**src/rtl/fifo_arbiter.sv**
```systemverilog
// fifo_arbiter: shares one FIFO between NUM_REQ producers (round-robin write grant),
// sequences the FIFO read side for a single consumer and owns the occupancy count.
// Optional build macro FIFO_ARB_WATCHDOG_EN adds a read-response watchdog (rd_timeout).
module fifo_arbiter #(
    parameter int unsigned NUM_REQ = 4,
    parameter int unsigned DATA_W  = 8,
    parameter int unsigned DEPTH   = 16,
    parameter int unsigned LVL_W   = 5
) (
    input  logic                      clk,
    input  logic                      reset,
    input  logic [NUM_REQ-1:0]        req,
    input  logic [NUM_REQ*DATA_W-1:0] req_data,
    output logic [NUM_REQ-1:0]        grant,
    output logic                      fifo_write,
    output logic [DATA_W-1:0]         fifo_data_write,
    output logic                      fifo_read,
    input  logic                      fifo_data_ready,
    input  logic [DATA_W-1:0]         fifo_data_read,
    input  logic                      pop_req,
    output logic                      pop_valid,
    output logic [DATA_W-1:0]         pop_data,
    output logic [LVL_W-1:0]          level,
    output logic                      full,
    output logic                      empty,
    output logic                      rd_busy,
    output logic                      rd_timeout
);

    localparam int unsigned      PTR_W = (NUM_REQ > 1) ? $clog2(NUM_REQ) : 1;
    localparam logic [LVL_W-1:0] CAP   = LVL_W'(DEPTH - 1);

    typedef enum logic [1:0] {
        RD_IDLE,
        RD_ISSUE,
        RD_WAIT
    } rd_state_e;

    rd_state_e         rd_state_q, rd_state_d;
    logic [PTR_W-1:0]  rr_ptr_q, rr_ptr_d;
    logic [LVL_W-1:0]  level_q, level_d;
    logic              full_q, full_d;
    logic              empty_q, empty_d;
    logic              fifo_write_q, fifo_write_d;
    logic [DATA_W-1:0] fifo_data_write_q, fifo_data_write_d;
    logic              fifo_read_q, fifo_read_d;
    logic              pop_valid_q, pop_valid_d;
    logic [DATA_W-1:0] pop_data_q, pop_data_d;

    logic              rd_start;   // read FSM leaves RD_IDLE this cycle
    logic              push_ok;
    logic              grant_vld;
    logic [PTR_W-1:0]  winner;
    logic [PTR_W-1:0]  cand;
    logic              wd_expire;

`ifdef FIFO_ARB_WATCHDOG_EN
    logic [2:0] wd_cnt_q, wd_cnt_d;
    logic       rd_timeout_q, rd_timeout_d;

    // Give up on a read response after the fourth silent RD_WAIT cycle.
    assign wd_expire = (rd_state_q == RD_WAIT) && !fifo_data_ready && (wd_cnt_q == 3'd3);

    // Watchdog counter, cleared on the way into RD_WAIT; timeout flag is sticky.
    always_comb begin
        wd_cnt_d     = wd_cnt_q;
        rd_timeout_d = rd_timeout_q | wd_expire;
        if (rd_state_q == RD_ISSUE) begin
            wd_cnt_d = 3'd0;
        end else if (rd_state_q == RD_WAIT) begin
            wd_cnt_d = wd_cnt_q + 3'd1;
        end
    end

    // Watchdog state registers.
    always_ff @(posedge clk) begin
        if (reset) begin
            wd_cnt_q     <= 3'd0;
            rd_timeout_q <= 1'b0;
        end else begin
            wd_cnt_q     <= wd_cnt_d;
            rd_timeout_q <= rd_timeout_d;
        end
    end

    assign rd_timeout = rd_timeout_q;
`else
    assign wd_expire  = 1'b0;
    assign rd_timeout = 1'b0;
`endif

    // Round-robin grant; a concurrent pull frees a slot so a push is allowed even when full.
    always_comb begin
        rd_start  = !reset && (rd_state_q == RD_IDLE) && pop_req && (level_q != '0);
        push_ok   = !reset && ((level_q < CAP) || rd_start);
        grant_vld = 1'b0;
        winner    = '0;
        cand      = '0;
        for (int unsigned off = 0; off < NUM_REQ; off++) begin
            cand = PTR_W'((32'(rr_ptr_q) + off) % NUM_REQ);
            if (push_ok && !grant_vld && req[cand]) begin
                grant_vld = 1'b1;
                winner    = cand;
            end
        end
        grant = '0;
        if (grant_vld) begin
            grant[winner] = 1'b1;
        end
    end

    // Push strobe, push data, pointer advance and occupancy bookkeeping.
    always_comb begin
        fifo_write_d      = grant_vld;
        fifo_data_write_d = fifo_data_write_q;
        rr_ptr_d          = rr_ptr_q;
        level_d           = level_q;
        if (grant_vld) begin
            fifo_data_write_d = req_data[32'(winner) * DATA_W +: DATA_W];
            rr_ptr_d          = (winner == PTR_W'(NUM_REQ - 1)) ? '0 : winner + PTR_W'(1);
        end
        if (grant_vld && !rd_start) begin
            level_d = level_q + LVL_W'(1);
        end else if (!grant_vld && rd_start) begin
            level_d = level_q - LVL_W'(1);
        end
        full_d  = (level_d == CAP);
        empty_d = (level_d == '0);
    end

    // Read sequencer: issue one pull, then wait for the FIFO's completion pulse.
    always_comb begin
        rd_state_d  = rd_state_q;
        pop_valid_d = 1'b0;
        pop_data_d  = pop_data_q;
        unique case (rd_state_q)
            RD_IDLE: begin
                if (rd_start) begin
                    rd_state_d = RD_ISSUE;
                end
            end
            RD_ISSUE: begin
                rd_state_d = RD_WAIT;
            end
            RD_WAIT: begin
                if (fifo_data_ready) begin
                    pop_data_d  = fifo_data_read;
                    pop_valid_d = 1'b1;
                    rd_state_d  = RD_IDLE;
                end else if (wd_expire) begin
                    rd_state_d = RD_IDLE;
                end
            end
            default: begin
                rd_state_d = RD_IDLE;
            end
        endcase
        fifo_read_d = (rd_state_d == RD_ISSUE);
    end

    // State and output registers.
    always_ff @(posedge clk) begin
        if (reset) begin
            rd_state_q        <= RD_IDLE;
            rr_ptr_q          <= '0;
            level_q           <= '0;
            full_q            <= 1'b0;
            empty_q           <= 1'b1;
            fifo_write_q      <= 1'b0;
            fifo_data_write_q <= '0;
            fifo_read_q       <= 1'b0;
            pop_valid_q       <= 1'b0;
            pop_data_q        <= '0;
        end else begin
            rd_state_q        <= rd_state_d;
            rr_ptr_q          <= rr_ptr_d;
            level_q           <= level_d;
            full_q            <= full_d;
            empty_q           <= empty_d;
            fifo_write_q      <= fifo_write_d;
            fifo_data_write_q <= fifo_data_write_d;
            fifo_read_q       <= fifo_read_d;
            pop_valid_q       <= pop_valid_d;
            pop_data_q        <= pop_data_d;
        end
    end

    assign fifo_write      = fifo_write_q;
    assign fifo_data_write = fifo_data_write_q;
    assign fifo_read       = fifo_read_q;
    assign pop_valid       = pop_valid_q;
    assign pop_data        = pop_data_q;
    assign level           = level_q;
    assign full            = full_q;
    assign empty           = empty_q;
    assign rd_busy         = (rd_state_q != RD_IDLE);

endmodule

```
**config.mk**
```make
export PLATFORM = sky130hd
export DESIGN_NAME = fifo_arbiter
export DESIGN_NICKNAME = d
export VERILOG_FILES = /design/src/rtl/fifo_arbiter.sv
export SDC_FILE = /design/constraint.sdc
export NUM_CORES = 1
export LEC_CHECK = 0
export BUFFER_PORTS_ARGS = -buffer_cell sky130_fd_sc_hd__buf_4
export CORE_MARGIN = 2
export CORE_UTILIZATION = 35
export DETAILED_ROUTE_END_ITERATION = 8
export PLACE_DENSITY = 0.62
export SETUP_SLACK_MARGIN = 0.3
export SLEW_MARGIN = 20
export SYNTH_ARGS = -nofsm -noshare
export SYNTH_HDL_FRONTEND = slang
export SYNTH_SLANG_ARGS = --single-unit
export TNS_END_PERCENT = 100
```
**constraint.sdc**
```tcl
create_clock -name clk -period 2.75 [get_ports clk]
set_input_delay 0.4125 -clock clk [delete_from_list [all_inputs] [get_ports clk]]
set_output_delay 0.4125 -clock clk [all_outputs]
set_load 0.02 [all_outputs]
```
# After elaboration in Yosys (flattened, before gate mapping)
# Cells that the tools add are included.
[classes]
add_sub_neg = 6
mul = 0
div_mod_pow = 0
order_cmp = 7
n_eq_ne = 5
shifts = 1
n_mux = 26
bitwise_logic = 1
reduce_logical = 27
[ops]
columns = ["operator", "count"]
rows = [
  ["$shiftx A32 B6 Y8", 1],
  ["$lt A2 B3 Y1 const B", 5],
  ["$logic_and A1 B1 Y1", 14],
  ["$mux W2", 7],
  ["$mux W1", 10],
  ["$mux W5", 2],
  ["$bmux W1 S2", 4],
  ["$logic_not A1 Y1", 6],
  ["$pmux W2 S3", 1],
  ["$add A5 B1 Y5 const B", 1],
  ["$eq A5 B4 Y1 const B", 1],
  ["$logic_not A5 Y1", 1],
  ["$lt A5 B4 Y1 const B", 1],
  ["$reduce_bool A5 Y1", 1],
  ["$sub A5 B1 Y5 const B", 1],
  ["$add A2 B1 Y2 const B", 2],
  ["$add A2 B2 Y2 const B", 2],
  ["$eq A2 B1 Y1 const B", 2],
  ["$eq A2 B2 Y1 const B", 2],
  ["$mux W4", 1],
  ["$demux W1 S2", 1],
  ["$ge A2 B1 Y1 const B", 1],
  ["$logic_not A2 Y1", 1],
  ["$reduce_and A2 Y1", 1],
  ["4 further kinds", 4],
]
[totals]
register_bits = 30
latch_bits = 0
mem_bits_rw = 0
mem_bits_ro = 0
inputBits = 48
output_inout_bits = 32
elab_cells = 83
n_memories = 0

# Logic depth before layout (Yosys ltp)
[depth]
word_depth = 25
mapped_depth = 11
ltp_nobuf = 8

# Least setup slack after synthesis
# Ideal clock, no wire load.
[synth_timing]
kind = "reg2out"
from = "register level_q[0], in the netlist level[0]"
to = "output port grant[2]"
arrival_ns = 2.431
required_ns = 2.338
path_slack_ns = -0.093
stages_incl_launch_ff = 12
n_path_buf = 3
cell_sequence = "dfxtp_1 -> clkbuf_1 -> inv_1 -> ha_1 -> or4b_4 -> a22oi_4 -> buf_4 -> nor3_1 -> buf_2 -> inv_1 -> ha_1 -> and3_1"
[synth_via]
elab_chain_cells = 23
elab_cells_between_ends = 29
classes_between = "order compare (3); mux (11); reduce/logical (15)"
[synth_rtl]
columns = ["element", "line", "rtl"]
rows = [
  ["start: declaration", "41", "logic [LVL_W-1:0] level_q, level_d;"],
  ["start signal: assignment", "177", "level_q <= level_d;"],
  ["branches (longest 2 deep; another with $lt A5 B4 Y1)", "--", ""],
  ["$logic_or A1 B1 Y1 (*)", "95", "push_ok = !reset && ((level_q < CAP) || rd_start);"],
  ["$logic_and A1 B1 Y1 (*)", "95", ""],
  ["$logic_and A1 B1 Y1", "101", "if (push_ok && !grant_vld && req[cand]) begin"],
  ["$mux W1", "101", ""],
  ["$logic_not A1 Y1", "101", ""],
  ["$logic_and A1 B1 Y1 (2 in series)", "101", ""],
  ["$mux W1", "101", ""],
  ["[... 4 more ...]", "--", ""],
  ["$logic_not A1 Y1", "101", ""],
  ["$logic_and A1 B1 Y1 (2 in series)", "101", ""],
  ["$mux W2", "101", ""],
  ["$lt A2 B3 Y1 (not written as such) / $ge A2 B1 Y1 (equally long branches)", "108", "grant[winner] = 1'b1;"],
  ["$logic_and A1 B1 Y1 (not written as such)", "108", ""],
  ["$mux W1 (not written as such)", "108", ""],
  ["$demux W1 S2", "108", ""],
  ["$mux W4 (*)", "107", "if (grant_vld) begin"],
  ["end: declaration", "14", "output logic [NUM_REQ-1:0] grant,"],
]
# Every way passes the cells marked *.

# Worst setup path in the final report
[layout_timing]
from = "register level_q[1], in the netlist level[1]"
to = "output port grant[1]"
# The elaborated chain is that of the path after synthesis.

==> impl_metrics.tcl <==
set metrics [dict create \
    tns_ns 0 \
    p_seq_share_pct 36.7 \
    critPathKind "register to output port" \
    synth-main-ff-cell "dfxtp_1" \
    switching_share_pct 32.4 \
    worstSetupEndpointType "output port" \
    ir_drop_mv 0.351 \
    hold_buffers 0 \
    min_path_type "input port to register" \
    synthDistinctLibCells 52 \
    start_util_pct 35.6 \
    n_antenna_cell 0 \
    rsz0062_at_grt "yes" \
    layout-drive-gt1-share_pct 46.0 \
    period_needed_ns 2.58 \
    drv_slew 0 \
    report.final.setup_viol 0 \
    antenna_left 0 \
    grt.overflow.total 0 \
    clock_path_buffers 2 \
    crit_family "simple AND/OR/NAND/NOR gates" \
    cts_tree "built" \
    avgRoutedWirePerCell_um 14.0 \
    drtPass1Iterations 4 \
    ys_warn_count 0 \
    place_area_sq_mm 0.00258 \
    cp_num_buf_inv 3 \
    grt_use_total_pct 17.9 \
    synthToLayoutAreaGrowth_pct 54.7 \
    synth-seq-cells 30 \
    hold_violations 0 \
    ioPinCount 80 \
    synth_edf_count 0 \
    timing_worst_slew_pin_value_ns 0.521 \
    fp.dieH_um 75.6 \
    netlist_area_sq_mm 0.00179 \
    max_stage_delay_ns 0.48 \
    fin_cells 359 \
    first_iter_violations 111 \
    path_common_cell "ha_4" \
    final_cell_area_sq_mm 0.00278 \
    syn_inst 193 \
    synth_mux_area_share_pct 11.2 \
    grt_pass1_wl_mm 7.80 \
    synth_top_family_by_area "compound AO/OA/AOI/OAI gates" \
    synthAdderAreaFrac_pct 4.88 \
    fmax_ghz 0.388 \
    final_nets 343 \
    gp_congestion 0.846 \
    grt_pass1_vias 1637 \
    die_area_sq_mm 0.00572 \
    seq_area_frac_synth_pct 33.5 \
    fillers 471 \
    clock-sinks 30 \
    core_sq_mm 0.00504 \
    power_density_mw_per_mm2 488 \
    required_ns 2.34 \
    clockRootBuffer "clkbuf_8" \
    numCtsBuffers 5 \
    arrival_ns 2.17 \
    clk_pin_slew_ns 0.07 \
    synth_fp_nets 248 \
    switching_power_w 0.000439 \
    synth-simple-area-share_pct 21.1 \
    fin_util_pct 55.1 \
    crit_path_top_delay_cell "or4b_4" \
    drc 0 \
    routed_wl_mm 5.01 \
    worst_setup_path_start_kind "register" \
    synth-compound-area-share_pct 23.1 \
    leakagePower_nw 1.25 \
    combinationalPowerShare_pct 35.8 \
    num_vias 1829 \
    syn_avg_cell_area_sq_um 9.30 \
    cp_max_fo 4 \
    placed_cells 341 \
    p_int_w 0.000914 \
    grt_max_degree 17 \
    async_reset_ff_share_pct 0 \
    post-dp-hpwl_mm 3.69 \
    rows 26 \
    path_cells "inv_4, ha_4, or4b_4, a22oi_4, nor3_4, inv_2, ha_4, and3_4, buf_6" \
    relSlewSlack_pct 65.1 \
    die_x_um 75.6 \
    status "finished, final reports clean" \
    clkLatencyLatePin_ns 0.28 \
    min_period_over_period_pct 93.8 \
    numPortBuffers 78 \
    layout_commonest_cell "buf_4" \
    antenna_found_initial 0 \
    routed_via_density 5.09 \
    htreeDepth 2 \
    holdWs_ns 0.368 \
    clock_skew_ns 0.00671 \
    layout_common_cells "buf_4 (99), nor2_1 (31), dfxtp_1 (28)" \
    drv_cap 0 \
    pwr-share-clk_pct 27.5 \
    synth_xor_area_share_pct 0.488 \
]
[final cells by class]
cell class | count | area, sq um | area share, %
clock buffer | 7 | 86.3 | 3.11
tap | 70 | 87.6 | 3.15
inverter | 7 | 36.3 | 1.31
timing repair buffer | 102 | 777 | 28.0
sequential | 30 | 608 | 21.9
clock inverter | 1 | 5.00 | 0.180
multi-input combinational | 142 | 1180 | 42.4
[registers in the layout (all words and copies together), names as in the netlist]
name / flops
fifo_data_write: 8
rd_state_q: 2
level: 5
pop_data: 8
empty: 1
fifo_write: 1
rr_ptr_q: 2
full: 1
pop_valid: 1
fifo_read: 1
[worst paths after layout]
path                              to              start  slack [ns]  depth (start not counted)
setup / recovery            grant[1]           level[1]        0.17                          9
hold / removal           pop_data[2]  fifo_data_read[2]        0.37                          3
setup reg to reg  fifo_data_write[7]           level[1]        0.42                         10
hold reg to reg          pop_data[4]        pop_data[4]        0.50                          2
[metrics by stage]
stage | total power [W] | worst slack (ns)
2_1_floorplan | 0.000791 | 0.220
3_3_place_gp | 0.000955 | 0.275
3_5_place_dp | 0.000955 | 0.268
4_1_cts | 0.00136 | 0.132
5_1_grt | 0.00143 | 0.0862
6_report | 0.00135 | 0.170
[synth_stat cells, types with 3 or more instances]
library cell / n / share of area, %
nor2_1: 31 / 6.5
dfxtp_1: 30 / 33
mux2i_1: 19 / 11
a211oi_1: 8 / 3.3
a2111oi_1: 7 / 3.9
ha_1: 7 / 4.9
inv_1: 7 / 1.5
o31a_1: 7 / 3.4
clkbuf_1: 6 / 1.3
and3_1: 5 / 1.7
a21oi_1: 4 / 1.1
buf_2: 4 / 1.1
nand4_1: 4 / 1.4
nor3_1: 4 / 1.1
nand2_1: 3 / 0.63
nor3b_1: 3 / 1.3
[logic make-up after synthesis]
family	Yosys count
DFF	30
muxes	20
xor gates and xnor gates	1
and+or+nand+nor	66
AOI/OAI and AO/OA	47
other	1
buffers and inverters	21
adders and majority gates	7
[per-layer routing]
metal / vias to the layer above / global-route usage, % / share of wire [%]
met5: - / 0 / 0
met4: 0 / 6.24 / 1.3
met3: 6 / 4.76 / 5.6
met2: 54 / 29.4 / 50
met1: 852 / 22.7 / 44
li1: 917 / - / -
[power groups by stage]
stage	Combinational, W	Sequential (W)	Clock [W]
after floorplan	0.000255	0.000536	0
after global placement	0.000445	0.000510	0
after detailed placement	0.000443	0.000512	0
after CTS	0.000479	0.000496	0.000381
after global routing	0.000528	0.000501	0.000401
final	0.000485	0.000497	0.000372
[worst reg2reg max path: stages (launching register included)]
cell	delay (ns)
dfxtp_4	0.35
inv_4	0.06
ha_4	0.13
or4b_4	0.48
buf_4	0.17
a22o_1	0.30
o211ai_1	0.11
buf_4	0.19
buf_4	0.12
nor3b_1	0.05
a2111oi_2	0.27
[what timing repair did]
| item | 4_1_cts | 5_1_grt |
|---|---|---|
| setup buffers | 8 | 2 |
| endpoints found under the setup margin | 4 | 9 |
| resized for setup | 7 | 0 |
| pin swaps | 4 | 3 |
Power figures use the tool's default switching activity.
